===== config.mk =====
export PLATFORM = sky130hd
export DESIGN_NAME = adjustable_frequency_divider_bank
export DESIGN_NICKNAME = d
export VERILOG_FILES = /design/src/rtl/adjustable_frequency_divider_bank.sv
export SDC_FILE = /design/constraint.sdc
export NUM_CORES = 1
export LEC_CHECK = 0
export ABC_AREA = 1
export BUFFER_PORTS_ARGS = -buffer_cell sky130_fd_sc_hd__buf_2
export CORE_MARGIN = 2
export CORE_UTILIZATION = 57
export DETAILED_ROUTE_END_ITERATION = 12
export PLACE_DENSITY_LB_ADDON = 0.25
export SLEW_MARGIN = 20
export SYNTH_ARGS = -nofsm -noshare
export SYNTH_HDL_FRONTEND = slang
export SYNTH_SLANG_ARGS = --single-unit

===== constraint.sdc =====
create_clock -name clock_in -period 3.31 [get_ports clock_in]
set_input_delay 0.662 -clock clock_in [delete_from_list [all_inputs] [get_ports clock_in]]
set_output_delay 0.662 -clock clock_in [all_outputs]
set_load 0.02 [all_outputs]

===== src/rtl/adjustable_frequency_divider_bank.sv =====
// ---------------------------------------------------------------------------
// adjustable_frequency_divider_bank
//
// Multi-channel programmable clock divider running entirely in the clock_in
// domain. Each channel divides by its active divisor D: clock_out is high for
// ceil(D/2) cycles and then low for the rest of the period. clk_en pulses for
// one cycle on the first high cycle of every period. A new divisor is staged
// in a per-channel target register and is only adopted at a period boundary,
// so no running period is ever cut short.
//
// Ports
//   clock_in      : sole clock
//   reset         : synchronous, active-high
//   cfg_valid     : configuration request
//   cfg_ready     : request accepted when cfg_valid & cfg_ready
//   cfg_channel   : channel addressed by the request
//   cfg_divisor   : requested divisor (legal range 1..MAX_DIVISION)
//   cfg_error     : one-cycle pulse after a rejected request
//   step_divisor  : per-channel asynchronous step request (rising edge)
//   enable        : per-channel run enable
//   clock_out     : divided clock per channel
//   clk_en        : one-cycle strobe at the start of each period
//   divisor_out   : active divisor, channel i at [i*DIV_WIDTH +: DIV_WIDTH]
// ---------------------------------------------------------------------------
module adjustable_frequency_divider_bank #(
    parameter int  CHANNELS      = 4,
    parameter int  DIV_WIDTH     = 16,
    parameter int  MAX_DIVISION  = 1024,
    parameter int  RESET_DIVISOR = 2,
    parameter int  STEP_MODE     = 0,
    localparam int CH_W          = (CHANNELS > 1) ? $clog2(CHANNELS) : 1
) (
    input  logic                          clock_in,
    input  logic                          reset,
    input  logic                          cfg_valid,
    output logic                          cfg_ready,
    input  logic [CH_W-1:0]               cfg_channel,
    input  logic [DIV_WIDTH-1:0]          cfg_divisor,
    output logic                          cfg_error,
    input  logic [CHANNELS-1:0]           step_divisor,
    input  logic [CHANNELS-1:0]           enable,
    output logic [CHANNELS-1:0]           clock_out,
    output logic [CHANNELS-1:0]           clk_en,
    output logic [CHANNELS*DIV_WIDTH-1:0] divisor_out
);

    typedef logic [DIV_WIDTH-1:0] div_t;
    // One extra bit so the +1 / doubling result can be compared against
    // MAX_DIVISION without wrapping.
    typedef logic [DIV_WIDTH:0]   ext_t;

    localparam ext_t MAX_E = ext_t'(MAX_DIVISION);
    localparam div_t RST_D = div_t'(RESET_DIVISOR);

    // High-phase length of a period: ceil(d/2).
    function automatic div_t half(input div_t d);
        return div_t'((ext_t'(d) + ext_t'(1)) >> 1);
    endfunction

    // Next target after a step request; wraps to 1 beyond MAX_DIVISION.
    function automatic div_t step_next(input div_t t);
        ext_t nv;
        if (STEP_MODE == 1) begin
            nv = {t, 1'b0};
        end else begin
            nv = ext_t'(t) + ext_t'(1);
        end
        if (nv > MAX_E) begin
            return div_t'(1);
        end
        return div_t'(nv);
    endfunction

    div_t                cnt_q [CHANNELS];
    div_t                cnt_d [CHANNELS];
    div_t                act_q [CHANNELS];
    div_t                act_d [CHANNELS];
    div_t                tgt_q [CHANNELS];
    div_t                tgt_d [CHANNELS];
    logic [CHANNELS-1:0] clk_q, clk_d;
    logic [CHANNELS-1:0] en_q, en_d;
    logic [CHANNELS-1:0] sync1_q, sync2_q, sync3_q;
    logic [CHANNELS-1:0] step_rise;
    logic                cfg_ready_q;
    logic                cfg_error_q;
    logic                cfg_accept;
    logic                cfg_legal;

    always_comb begin
        cfg_accept = cfg_valid && cfg_ready_q;
        cfg_legal  = cfg_accept
                     && (int'(cfg_divisor) >= 1)
                     && (int'(cfg_divisor) <= MAX_DIVISION)
                     && (int'(cfg_channel) < CHANNELS);
        step_rise  = sync2_q & ~sync3_q;
        clk_d      = '0;
        en_d       = '0;
        for (int i = 0; i < CHANNELS; i++) begin
            // Target: a legal config on this channel overrides a coincident step.
            tgt_d[i] = tgt_q[i];
            if (cfg_legal && (int'(cfg_channel) == i)) begin
                tgt_d[i] = cfg_divisor;
            end else if (step_rise[i]) begin
                tgt_d[i] = step_next(tgt_q[i]);
            end

            // Counter: a disabled channel is parked on the last count of a
            // period, so its first enabled edge is a boundary.
            if (!enable[i]) begin
                cnt_d[i] = tgt_q[i] - div_t'(1);
                act_d[i] = tgt_q[i];
            end else if (cnt_q[i] == act_q[i] - div_t'(1)) begin
                cnt_d[i] = '0;
                act_d[i] = tgt_q[i];
            end else begin
                cnt_d[i] = cnt_q[i] + div_t'(1);
                act_d[i] = act_q[i];
            end

            // Outputs are decoded from the next state so they line up with it.
            clk_d[i] = enable[i] && (cnt_d[i] < half(act_d[i]));
            en_d[i]  = enable[i] && (cnt_d[i] == '0);
        end
    end

    always_ff @(posedge clock_in) begin
        if (reset) begin
            cfg_ready_q <= 1'b0;
            cfg_error_q <= 1'b0;
            sync1_q     <= '0;
            sync2_q     <= '0;
            sync3_q     <= '0;
            clk_q       <= '0;
            en_q        <= '0;
            for (int i = 0; i < CHANNELS; i++) begin
                cnt_q[i] <= RST_D - div_t'(1);
                act_q[i] <= RST_D;
                tgt_q[i] <= RST_D;
            end
        end else begin
            cfg_ready_q <= 1'b1;
            cfg_error_q <= cfg_accept && !cfg_legal;
            // Two-flop synchroniser followed by the edge-detect history flop.
            sync1_q     <= step_divisor;
            sync2_q     <= sync1_q;
            sync3_q     <= sync2_q;
            clk_q       <= clk_d;
            en_q        <= en_d;
            cnt_q       <= cnt_d;
            act_q       <= act_d;
            tgt_q       <= tgt_d;
        end
    end

    always_comb begin
        divisor_out = '0;
        for (int i = 0; i < CHANNELS; i++) begin
            divisor_out[i*DIV_WIDTH +: DIV_WIDTH] = act_q[i];
        end
    end

    assign cfg_ready = cfg_ready_q;
    assign cfg_error = cfg_error_q;
    assign clock_out = clk_q;
    assign clk_en    = en_q;

endmodule


==> results.md <==
- Share of Yosys cell area claimed by the top area cell type: approximately a quarter
- Total met2 wirelength after detailed routing: 27,500 um
- Arrival time at the worst endpoint: between 4 and 5 ns
- Peak clock frequency supported by timing: 0.273 GHz
- Post-route core utilization: 76.9%
- Wire length on met1: 24,300 um
- Number of clock sinks: between 200 and 250
- Sequential-to-total area share from yosys stat: about a quarter
- Synth top area cells: dfxtp_1 (25%), nand2_1 (13%), nor2_1 (9.4%)
- Worst clock skew on the final layout: 0.0112 ns
- Routed len/inst: 15.9 um
- Synth Area per Inst: around 6.3 um2
- Drt initial violations: 2,001
- Length of routed met3 wiring: 4140 um
- Required time at the endpoint of the critical path: 3.79 ns
- Fraction of registers with async set/reset: 0%
- Maximum fanout count along the critical path: 4
- Aggregate global routing overflow: 0
- DRT antenna net count: 0
- Buffers on Ports: 102
- Post-CTS Hold Buffers: 0
- Fin worst setup slack: -0.358 ns
- Maximum vdd ir drop: 0.390 mV
- Syn. warnings: 0
- Placed wire-length estimate: 43,300 um
- Final count of pins violating max slew: 0
- Primary flip-flop cell chosen by synthesis mapping: dfxtp_1
- Leakage power: 11.1 nW
- Reg area: 4330 um2
- Leading cell type in the layout, fill and taps excluded: nand2_1
- Final-stage net count: 3,358
- Placeable core region: 29,800 um2
- Area Growth Syn to Fin: 32.1%
- Share of cells above drive strength 1: 25.6%
- Area taken by multi-input logic gates: around 12,000 um2
- Status: complete, but fails checks
- First-pass GRT wire length: 90,400 um
- MaxCap Viol Count: 0
- RSZ-0062 raised after global routing: true
- Post-synthesis cell type with the largest combined area: dfxtp_1
- Worst slew margin relative to its limit: 57.2%
- Clock buffer count from CTS: 27
- Clock tree from TritonCTS: yes
- Worst-margin pin slew: 0.642 ns
- Commonest non-fill, non-tap cells in the layout: nand2_1 (579), buf_4 (409), nor2_1 (397)
- Via count of the first global-routing pass: 18,577
- Final-report hold violation count: 0
- Initial Util: 58.2%
- Via total after detailed routing: roughly 20,000
- Power density over the cells: roughly 350 nW/um2
- Count of pins on the block boundary: 103
- Sum of routed wire length over all layers: 58,100 um
- Remaining routing DRC violations: 0
- Global placement routability congestion: 0.987
- Clk Latency, worst-skew pair: between 0.5 and 0.6 ns
- HP Class: primary input to flip-flop
- Netlist area before placement: ~17,000 um2
- Number of setup violations in the final report: 4
- Critical Setup Path Class: flip-flop to flip-flop
- Fin crit period: 3.67 ns
- Cell count after synthesis: approximately 2,800
- Number of flops mapped to enable cells by yosys: 0
- Combined global-route utilization of all metal layers: 34.9%
- Highest metal used: met5
- Element type at the critical path end: flip-flop
- Worst setup SP type: flip-flop
- Number of storage elements in the synthesis netlist: 214
- Initial antenna violation count: 4
- Root cell of the clock tree: clkbuf_16
- Die Footprint: 31,900 um2
- Final clock period utilization by the worst path: 111%
- Number of levels the H-tree was split into: 1
- Via-to-Cell Ratio: 5.50
- Horizontal extent of the die: between 150 and 200 um
- Synth cell types: just over 50
- Syn_nets: 2,876
- Clock buffer depth: 3
- Total power draw: 0.00798 W
- Detailed Routing Iterations Pass 1: 7
- Site Rows: 63
- Fillers: between 2,000 and 2,500
- Violated checks: setup timing
- Die Height: 178 um
- Largest net degree at the start of global routing: 75
- Setup Total Neg Slack: -1.28 ns
- Worst-path clk slew: 0.06 ns
[power by group]
| group | switching, W | total (W) | leakage, nW | internal (W) |
|---|---|---|---|---|
| logic | 0.00135 | 0.00234 | 8.92 | 0.000991 |
| registers | 0.000106 | 0.00278 | 1.75 | 0.00267 |
| clock network | 0.00120 | 0.00286 | 0.434 | 0.00166 |
[cell families after synthesis]
logic type | Yosys count | share of synthesized area (%)
flip-flops | 214 | 24.7
adder cells (fa/ha/maj) | 84 | 6.06
AO/OA/AOI/OAI | 320 | 10.9
AND/OR/NAND/NOR | 1496 | 37.9
XOR/XNOR | 197 | 9.94
buffers and inverters | 452 | 10.5
[critical path, stage by stage (launching register included)]
cell and delay (ns):
dfxtp_4 0.35, inv_4 0.06, ha_4 0.16, nand2_4 0.07, nor2_4 0.19, nand2_1 0.10, nor2_1 0.09, nand2_1 0.07
nand2_1 0.10, nand4_1 0.08, nor2_1 0.15, nand2_2 0.11, nand2_2 0.16, nand2_2 0.09, o21ai_4 0.08, ha_4 0.17
nand2_4 0.06, nor2_4 0.19, nand2_2 0.11, nor2_4 0.13, xor2_1 0.18, ha_1 0.27, a21oi_1 0.15, nor2_1 0.05
a211oi_1 0.20, nand2_1 0.11, a21oi_2 0.13
[registers in the layout, indices dropped and copies added (netlist names)]
signal and cells:
tgt_q 64, sync1_q 4, clk_en 4, divisor_out 64
sync2_q 4, sync3_q 4, cfg_ready 1, cfg_error 1
clock_out 4, cnt_q 64
[stage by stage]
step | hold WS (ns) | std cells | setup WS [ns] | area [um2]
floorplan | 0.388 | 2763 | -0.156 | 17500
global placement | 0.393 | 3562 | -0.265 | 21000
detailed placement | 0.407 | 3562 | -0.452 | 21000
CTS | 0.317 | 3636 | -0.279 | 22400
global route | 0.337 | 3656 | -0.633 | 22900
finish | 0.323 | 3657 | -0.358 | 22900
[cell usage after synthesis, drive strengths merged, types with 9 or more instances]
cell type / n
o21a: 17
ha: 84
dfxtp: 214
o21ai: 127
or2: 12
xor2: 153
nand3: 194
nor2: 473
xnor2: 44
clkbuf: 44
o22ai: 44
nand2: 625
nor3: 102
nand3b: 20
inv: 376
a21oi: 82
nand4: 50
buf: 29
nor4: 9
[layer usage]
metal,vias up,track usage (%)
met5,-,0
met4,4,12.6
met3,186,4.60
met2,802,59.4
met1,9261,45.1
li1,9848,-
[repair_timing]
| item | CTS | global route |
|---|---|---|
| gates cloned | 1 | 4 |
| setup buffers | 25 | 15 |
| gates resized for setup | 102 | 87 |
| endpoints found under the hold margin | 0 | 0 |
| pin swaps | 70 | 75 |
| setup endpoints to repair | 4 | 9 |
[area by class of cell]
| type | count | area share [%] |
|---|---|---|
| multi-input combinational | 2099 | 52.4 |
| inverter | 379 | 6.28 |
| sequential | 214 | 18.9 |
| timing repair buffer | 524 | 16.6 |
| clock inverter | 10 | 0.218 |
| clock buffer | 39 | 3.49 |
| antenna | 2 | 0.0218 |
| tap | 390 | 2.13 |
[final timing paths]
kind                                   start                      end  slack [ns]  cells past startpoint
setup / recovery  divisor_out[17]$_SDFF_PP1_  clock_out[1]$_SDFF_PP0_       -0.36                     26
setup reg to reg  divisor_out[17]$_SDFF_PP1_  clock_out[1]$_SDFF_PP0_       -0.36                     26
hold reg to reg        sync1_q[2]$_SDFF_PP0_    sync2_q[2]$_SDFF_PP0_        0.40                      2
hold / removal               step_divisor[3]    sync1_q[3]$_SDFF_PP0_        0.32                      3
(Power assumes the default switching activity.)
